--- config.mk ---
export PLATFORM = sky130hd
export DESIGN_NAME = sd_data_rx_deser
export DESIGN_NICKNAME = d
export VERILOG_FILES = /design/src/rtl/sd_data_rx_deser.sv
export SDC_FILE = /design/constraint.sdc
export NUM_CORES = 1
export LEC_CHECK = 0
export ABC_AREA = 1
export BUFFER_PORTS_ARGS = -buffer_cell sky130_fd_sc_hd__buf_2
export CORE_MARGIN = 2
export CORE_UTILIZATION = 55
export DETAILED_ROUTE_END_ITERATION = 12
export GPL_ROUTABILITY_DRIVEN = 0
export GPL_TIMING_DRIVEN = 0
export PLACE_DENSITY = 0.7
export REMOVE_ABC_BUFFERS = 1
export SLEW_MARGIN = 25
export SYNTH_ARGS = -nofsm -noshare
export SYNTH_HDL_FRONTEND = slang
export SYNTH_SLANG_ARGS = --single-unit
export TNS_END_PERCENT = 5
--- constraint.sdc ---
create_clock -name sd_clk -period 8.08 [get_ports sd_clk]
set_input_delay 0.808 -clock sd_clk [delete_from_list [all_inputs] [get_ports sd_clk]]
set_output_delay 0.808 -clock sd_clk [all_outputs]
set_load 0.02 [all_outputs]
--- src/rtl/sd_data_rx_deser.sv ---
// SD receive deserializer: detects start bit, packs DAT payload into 32-bit words, checks per-line CRC16.
// Latency: wr_o/dat_o appear the cycle after a word's last bit; done the cycle after the final end bit.
// Backpressure: none; the consumer must take one wr_o every 8 sd_clk cycles in 4-bit mode.
module sd_data_rx_deser #(
  parameter int          BLKSIZE_W = 12,
  parameter int          BLKCNT_W  = 16,
  parameter logic [15:0] TIMEOUT   = 16'hFFFF
) (
  input  logic                 sd_clk,
  input  logic                 rst,
  input  logic                 start_rx,
  input  logic                 stop_rx,
  input  logic                 bus_4bit,
  input  logic [BLKSIZE_W-1:0] blksize,
  input  logic [BLKCNT_W-1:0]  blkcnt,
  input  logic [3:0]           dat_i,
  output logic                 wr_o,
  output logic [31:0]          dat_o,
  output logic                 busy,
  output logic                 done,
  output logic                 crc_err,
  output logic                 timeout_err
);

  typedef enum logic [2:0] {ST_IDLE, ST_WAIT_START, ST_DATA, ST_CRC, ST_END} state_t;

  localparam logic [BLKSIZE_W-1:0] BYTE_ONE = {{(BLKSIZE_W-1){1'b0}}, 1'b1};
  localparam logic [BLKCNT_W-1:0]  BLK_ONE  = {{(BLKCNT_W-1){1'b0}}, 1'b1};

  state_t                 state, state_nxt;
  logic                   mode4;
  logic [BLKSIZE_W-1:0]   blksize_q, byte_cnt;
  logic [BLKCNT_W-1:0]    blkcnt_q, blk_cnt;
  logic [15:0]            tmo_cnt;
  logic [2:0]             sub_cnt;
  logic [1:0]             byte_in_word;
  logic [3:0]             crc_cnt;
  logic [31:0]            word_sr, word_nxt;
  logic [3:0][15:0]       crc_q;
  logic [3:0]             crc_msb;
  logic                   start_ok, start_bit, tmo_hit, byte_end, last_byte, word_end;
  logic                   crc_mism, end_err, blk_last;

  // One MSB-first step of CRC16 with polynomial 0x1021
  function automatic logic [15:0] crc16_upd(input logic [15:0] c, input logic b);
    crc16_upd = {c[14:0], 1'b0} ^ ((c[15] ^ b) ? 16'h1021 : 16'h0000);
  endfunction

  assign busy = (state != ST_IDLE);

  // Decode of per-cycle events used by both the FSM and the datapath
  always_comb begin
    start_ok  = (state == ST_IDLE) && start_rx && !stop_rx;
    start_bit = mode4 ? (dat_i == 4'h0) : !dat_i[0];
    tmo_hit   = !start_bit && (tmo_cnt == TIMEOUT - 16'd1);
    byte_end  = (state == ST_DATA) && (mode4 ? sub_cnt[0] : (sub_cnt == 3'd7));
    last_byte = byte_end && ((byte_cnt + BYTE_ONE) == blksize_q);
    word_end  = byte_end && ((byte_in_word == 2'd3) || last_byte);
    word_nxt  = mode4 ? {word_sr[27:0], dat_i} : {word_sr[30:0], dat_i[0]};
    crc_msb   = {crc_q[3][15], crc_q[2][15], crc_q[1][15], crc_q[0][15]};
    crc_mism  = mode4 ? |(dat_i ^ crc_msb) : (dat_i[0] ^ crc_msb[0]);
    end_err   = !dat_i[0];
    blk_last  = ((blk_cnt + BLK_ONE) == blkcnt_q);
  end

  // State register
  always_ff @(posedge sd_clk or posedge rst) begin
    if (rst) state <= ST_IDLE;
    else     state <= state_nxt;
  end

  // Next-state logic; an abort overrides every other transition
  always_comb begin
    state_nxt = state;
    case (state)
      ST_IDLE:       if (start_ok) state_nxt = ST_WAIT_START;
      ST_WAIT_START: if (start_bit) state_nxt = ST_DATA;
                     else if (tmo_hit) state_nxt = ST_IDLE;
      ST_DATA:       if (last_byte) state_nxt = ST_CRC;
      ST_CRC:        if (crc_cnt == 4'd15) state_nxt = ST_END;
      ST_END:        state_nxt = (crc_err || end_err || blk_last) ? ST_IDLE : ST_WAIT_START;
      default:       state_nxt = ST_IDLE;
    endcase
    if (stop_rx && (state != ST_IDLE)) state_nxt = ST_IDLE;
  end

  // Datapath: configuration capture, counters, word packing, CRC and status flags
  always_ff @(posedge sd_clk or posedge rst) begin
    if (rst) begin
      mode4        <= 1'b0;
      blksize_q    <= '0;
      blkcnt_q     <= '0;
      blk_cnt      <= '0;
      byte_cnt     <= '0;
      tmo_cnt      <= '0;
      sub_cnt      <= '0;
      byte_in_word <= '0;
      crc_cnt      <= '0;
      word_sr      <= '0;
      crc_q        <= '0;
      wr_o         <= 1'b0;
      dat_o        <= '0;
      done         <= 1'b0;
      crc_err      <= 1'b0;
      timeout_err  <= 1'b0;
    end else begin
      wr_o <= 1'b0;
      done <= 1'b0;
      if (stop_rx) begin
        // Abort: flags held, any word completing now is dropped
        if (state != ST_IDLE) done <= 1'b1;
      end else begin
        case (state)
          ST_IDLE: if (start_rx) begin
            mode4       <= bus_4bit;
            blksize_q   <= blksize;
            blkcnt_q    <= (blkcnt == '0) ? BLK_ONE : blkcnt;
            blk_cnt     <= '0;
            tmo_cnt     <= '0;
            crc_err     <= 1'b0;
            timeout_err <= 1'b0;
          end
          ST_WAIT_START: begin
            if (start_bit) begin
              byte_cnt     <= '0;
              sub_cnt      <= '0;
              byte_in_word <= '0;
              crc_cnt      <= '0;
              crc_q        <= '0;
            end else if (tmo_hit) begin
              timeout_err <= 1'b1;
              done        <= 1'b1;
            end else begin
              tmo_cnt <= tmo_cnt + 16'd1;
            end
          end
          ST_DATA: begin
            word_sr <= word_nxt;
            for (int i = 0; i < 4; i++) crc_q[i] <= crc16_upd(crc_q[i], dat_i[i]);
            sub_cnt <= byte_end ? 3'd0 : sub_cnt + 3'd1;
            if (byte_end) begin
              byte_cnt     <= byte_cnt + BYTE_ONE;
              byte_in_word <= byte_in_word + 2'd1;
            end
            if (word_end) begin
              // Left-align a partial final word so unfilled low bytes read as zero
              wr_o  <= 1'b1;
              dat_o <= word_nxt << {~byte_in_word, 3'b000};
            end
          end
          ST_CRC: begin
            crc_cnt <= crc_cnt + 4'd1;
            if (crc_mism) crc_err <= 1'b1;
            for (int i = 0; i < 4; i++) crc_q[i] <= {crc_q[i][14:0], 1'b0};
          end
          ST_END: begin
            if (end_err) crc_err <= 1'b1;
            if (crc_err || end_err || blk_last) begin
              done <= 1'b1;
            end else begin
              blk_cnt <= blk_cnt + BLK_ONE;
              tmo_cnt <= '0;
            end
          end
          default: ;
        endcase
      end
    end
  end

endmodule

==> results.yml <==
clock_tree:
  cts_buffers: 25
  cts_root_buf: "clkbuf_16"
  clockBufferDepth: 3
  cts_tree: "built"
  post_cts_resized: 0
  cts.clk_slew.worst_paths_ns: 0.06
  postCtsSetupRepairBufs: 0
  clock_latency_ns: 0.53
  htree_levels: 1
  clock-sinks: 216
  cts_hold_repair.buffers: 0
synthesis:
  async_reset_ff_frac: 1.000
  yosysUniqueCellTypes: 50
  ys_seq_area_frac: 0.4699
  synth-seq-cells: 216
  ys_warn_count: 0
  avgSynthCellArea_um2: 7.762
  synth-edff-count: 0
  synth_area_um2: 11500
  syn_inst: 1482
  synthFlopType: "dfrtp_1"
pwr:
  leakagePower_nw: 6.161
  power.density_nw_per_um2: 303.4
  vdd_drop_max_mv: 0.2160
  total_power_mw: 3.920
die:
  die_y_um: 148.6
  die_x_um: 148.6
  floorplan.initialDensity: 0.5649
  fp.dieArea_um2: 22090
  fp.coreArea_um2: 20360
  ios: 74
  num_rows: 52
timing:
  clock.fmax_mhz: 304.8
  fin_worst_skew_ns: 0.01946
  rsz0062_at_grt: "no"
  relSlewSlack: 0.3542
  report.final.slew_viol_count: 0
  fin_ws_ns: 4.799
  max_slew.worst_pin.slew_ns: 0.9627
  final_hold_viol_count: 0
  finalCritPeriodShare: 0.4060
  setup_violations: 0
  holdWs_ns: 0.2861
  finalCriticalPeriod_ns: 3.281
setup_path:
  crit_path_max_incr_delay_ns: 0.60
  path_cells: "nor2_1, inv_1, nor2_2, inv_2, nor2_4, inv_2, nor2_2, inv_1, nand2_1, o21ai_0"
  rr_endpoint: "byte_in_word[1]$_DFFE_PP0P_"
  ff2ff_setup_slack_ns: 4.80
  critPathCaptureType: "flip-flop"
  rr_worst_depth: 10
  crit_slowest_cell: "nor2_4"
  path_buf_inv: 4
  start_kind: "flip-flop"
  crit_fanout: 35
  r2r-start: "state[2]$_DFFE_PP0P_"
  path_class: "flip-flop to flip-flop"
  cp.arrival_ns: 3.65
  crit_family: "simple AND/OR/NAND/NOR gates"
  worst-endpoint-required_ns: 8.45
finish:
  diodes: 0
  layoutNonFillerInstCount: 1815
  drive_above_1_share: 0.1327
  area_growth_pct: 12.29
  nets: 1572
  postLayoutCoreUtil: 0.6343
drt:
  wl_met2_mm: 11.64
  top_layer: "met4"
  met1Wirelength_mm: 12.01
  route.antenna.remaining_nets: 0
  drc: 0
  first_iter_violations: 606
  drt-wirelength-per-cell_um: 13.95
  avgViaCountPerCell: 5.322
  num_vias: 9659
  drt-total-wl_mm: 25.31
  route.met3.wl_um: 978
  firstDrtPassIters: 5
global_route:
  grt_pass1_vias: 9093
  gr-total-overflow: 0
  grt_max_degree: 93
  antenna_found_initial: 0
  grt_use_total: 0.2391
  grt_pass1_wl_mm: 43.97
placement:
  io_buffers: 73
  dp_cells: 1770
  dpl.hpwl_mm: 17.06
  pre_cts_ws_ns: 4.691
status:
  status: "finished clean"
run:
  maxCapViolCount: 0
hold_path:
  hold_path.class: "primary input to async pin"
[cells in the final DEF (no fill, tap or decap), drive strengths merged, types with 3 or more instances in the layout]
cell type | Yosys | routed
nor4 | 5 | 5
a21oi | 37 | 37
nor2 | 95 | 95
xnor3 | 3 | 3
nor3 | 8 | 8
xnor2 | 8 | 8
mux2 | 4 | 4
xor2 | 10 | 10
o211ai | 9 | 9
nand3 | 119 | 119
o21bai | 3 | 3
nor3b | 3 | 3
nand3b | 8 | 8
ha | 8 | 8
o21ai | 201 | 201
buf | 22 | 84
clkinv | 3 | 8
dfrtp | 216 | 216
nand2 | 418 | 418
clkbuf | 44 | 37
nand4 | 45 | 45
o22ai | 8 | 8
inv | 186 | 188
o21a | 8 | 8
[final cells by class]
type                       instances  area (um^2)
timing repair buffer              84        583.1
fill                            1768         7447
tap                              270        337.8
clock inverter                     8        52.55
sequential                       216         5408
multi-input combinational       1011         5077
clock buffer                      37        740.7
inverter                         189        718.2
[sequential cells by signal, indices dropped and copies added (netlist names), 2 cells and up]
| register | count |
|---|---|
| byte_in_word | 2 |
| tmo_cnt | 16 |
| blkcnt_q | 16 |
| state | 3 |
| byte_cnt | 12 |
| crc_q | 60 |
| word_sr | 31 |
| sub_cnt | 3 |
| blk_cnt | 16 |
| crc_cnt | 4 |
| crc_msb | 4 |
| dat_o | 32 |
| blksize_q | 12 |
[cells in the mapped netlist (2+ instances only)]
cell      count  area [um^2]
o21a_1        8        60.06
mux2_2        4        45.04
and3_1        2        12.51
inv_1       178        668.1
nand3b_1      8        60.06
nor3b_1       2        15.01
inv_2         8        30.03
o21bai_2      2        22.52
clkbuf_1     43        161.4
nor4_1        5        31.28
xnor3_1       3        67.56
xnor2_1       8        70.07
nor2_1       78        292.8
nand3_1     117        585.6
o22ai_1       8        50.05
nor3_1        6        30.03
nor2_2       10        62.56
o21ai_0     162        810.8
buf_1         2        7.510
xor2_1       10        87.58
nand3_4       2        35.03
nand4_1      45        281.5
nand2_1     408         1531
o21ai_1      15        75.07
a211oi_1      2        15.01
buf_2        12        60.06
ha_1          8        100.1
clkinv_1      3        11.26
nor2_4        7        78.83
dfrtp_1     216         5405
nand2_2       9        56.30
o211ai_1      9        67.56
o21ai_2      24        210.2
a21oi_1      35        175.2
buf_6         8        90.09
[through the flow]
step	setup TNS [ns]	cell area [um^2]
global route	0	12920
global placement	-256.09	11880
finish	0	12920
floorplan	0	11180
detailed placement	0	12120
CTS	0	12920
[cell families (layout without fill, tap and decap cells)]
logic type / count (synthesis) / count (layout) / synth area share
AOI/OAI and AO/OA: 273 / 273 / 0.1355
xor gates and xnor gates: 21 / 21 / 0.01958
adders and majority gates: 8 / 8 / 0.008702
buffers and inverters: 255 / 318 / 0.08984
DFF: 216 / 216 / 0.4699
muxes: 4 / 4 / 0.003915
and+or+nand+nor: 705 / 705 / 0.2726
[worst max-delay path by stage]
stage                               startpoint  slack (ns)  cells past startpoint                          end
after floorplan                            rst        1.36                      1       blk_cnt[0]$_DFFE_PP0P_
after global placement                     rst       -1.21                      2     blksize_q[6]$_DFFE_PP0P_
after detailed placement               stop_rx        4.69                     10         state[0]$_DFFE_PP0P_
after CTS                 state[2]$_DFFE_PP0P_        4.82                     10  byte_in_word[1]$_DFFE_PP0P_
after global routing      state[2]$_DFFE_PP0P_        4.47                     10  byte_in_word[1]$_DFFE_PP0P_
final                     state[2]$_DFFE_PP0P_        4.80                     10  byte_in_word[1]$_DFFE_PP0P_
[power by group]
group,internal [mW],switching (mW)
clock network,0.635,0.452
logic,0.436,0.840
registers,1.34,0.218
total,2.41,1.51
[per-layer routing]
layer	GRT usage	vias up
met5	0	-
met4	0.07095	0
met3	0.03313	46
met2	0.3870	187
met1	0.3383	4515
li1	-	4911
Power figures use the tool's default switching activity.
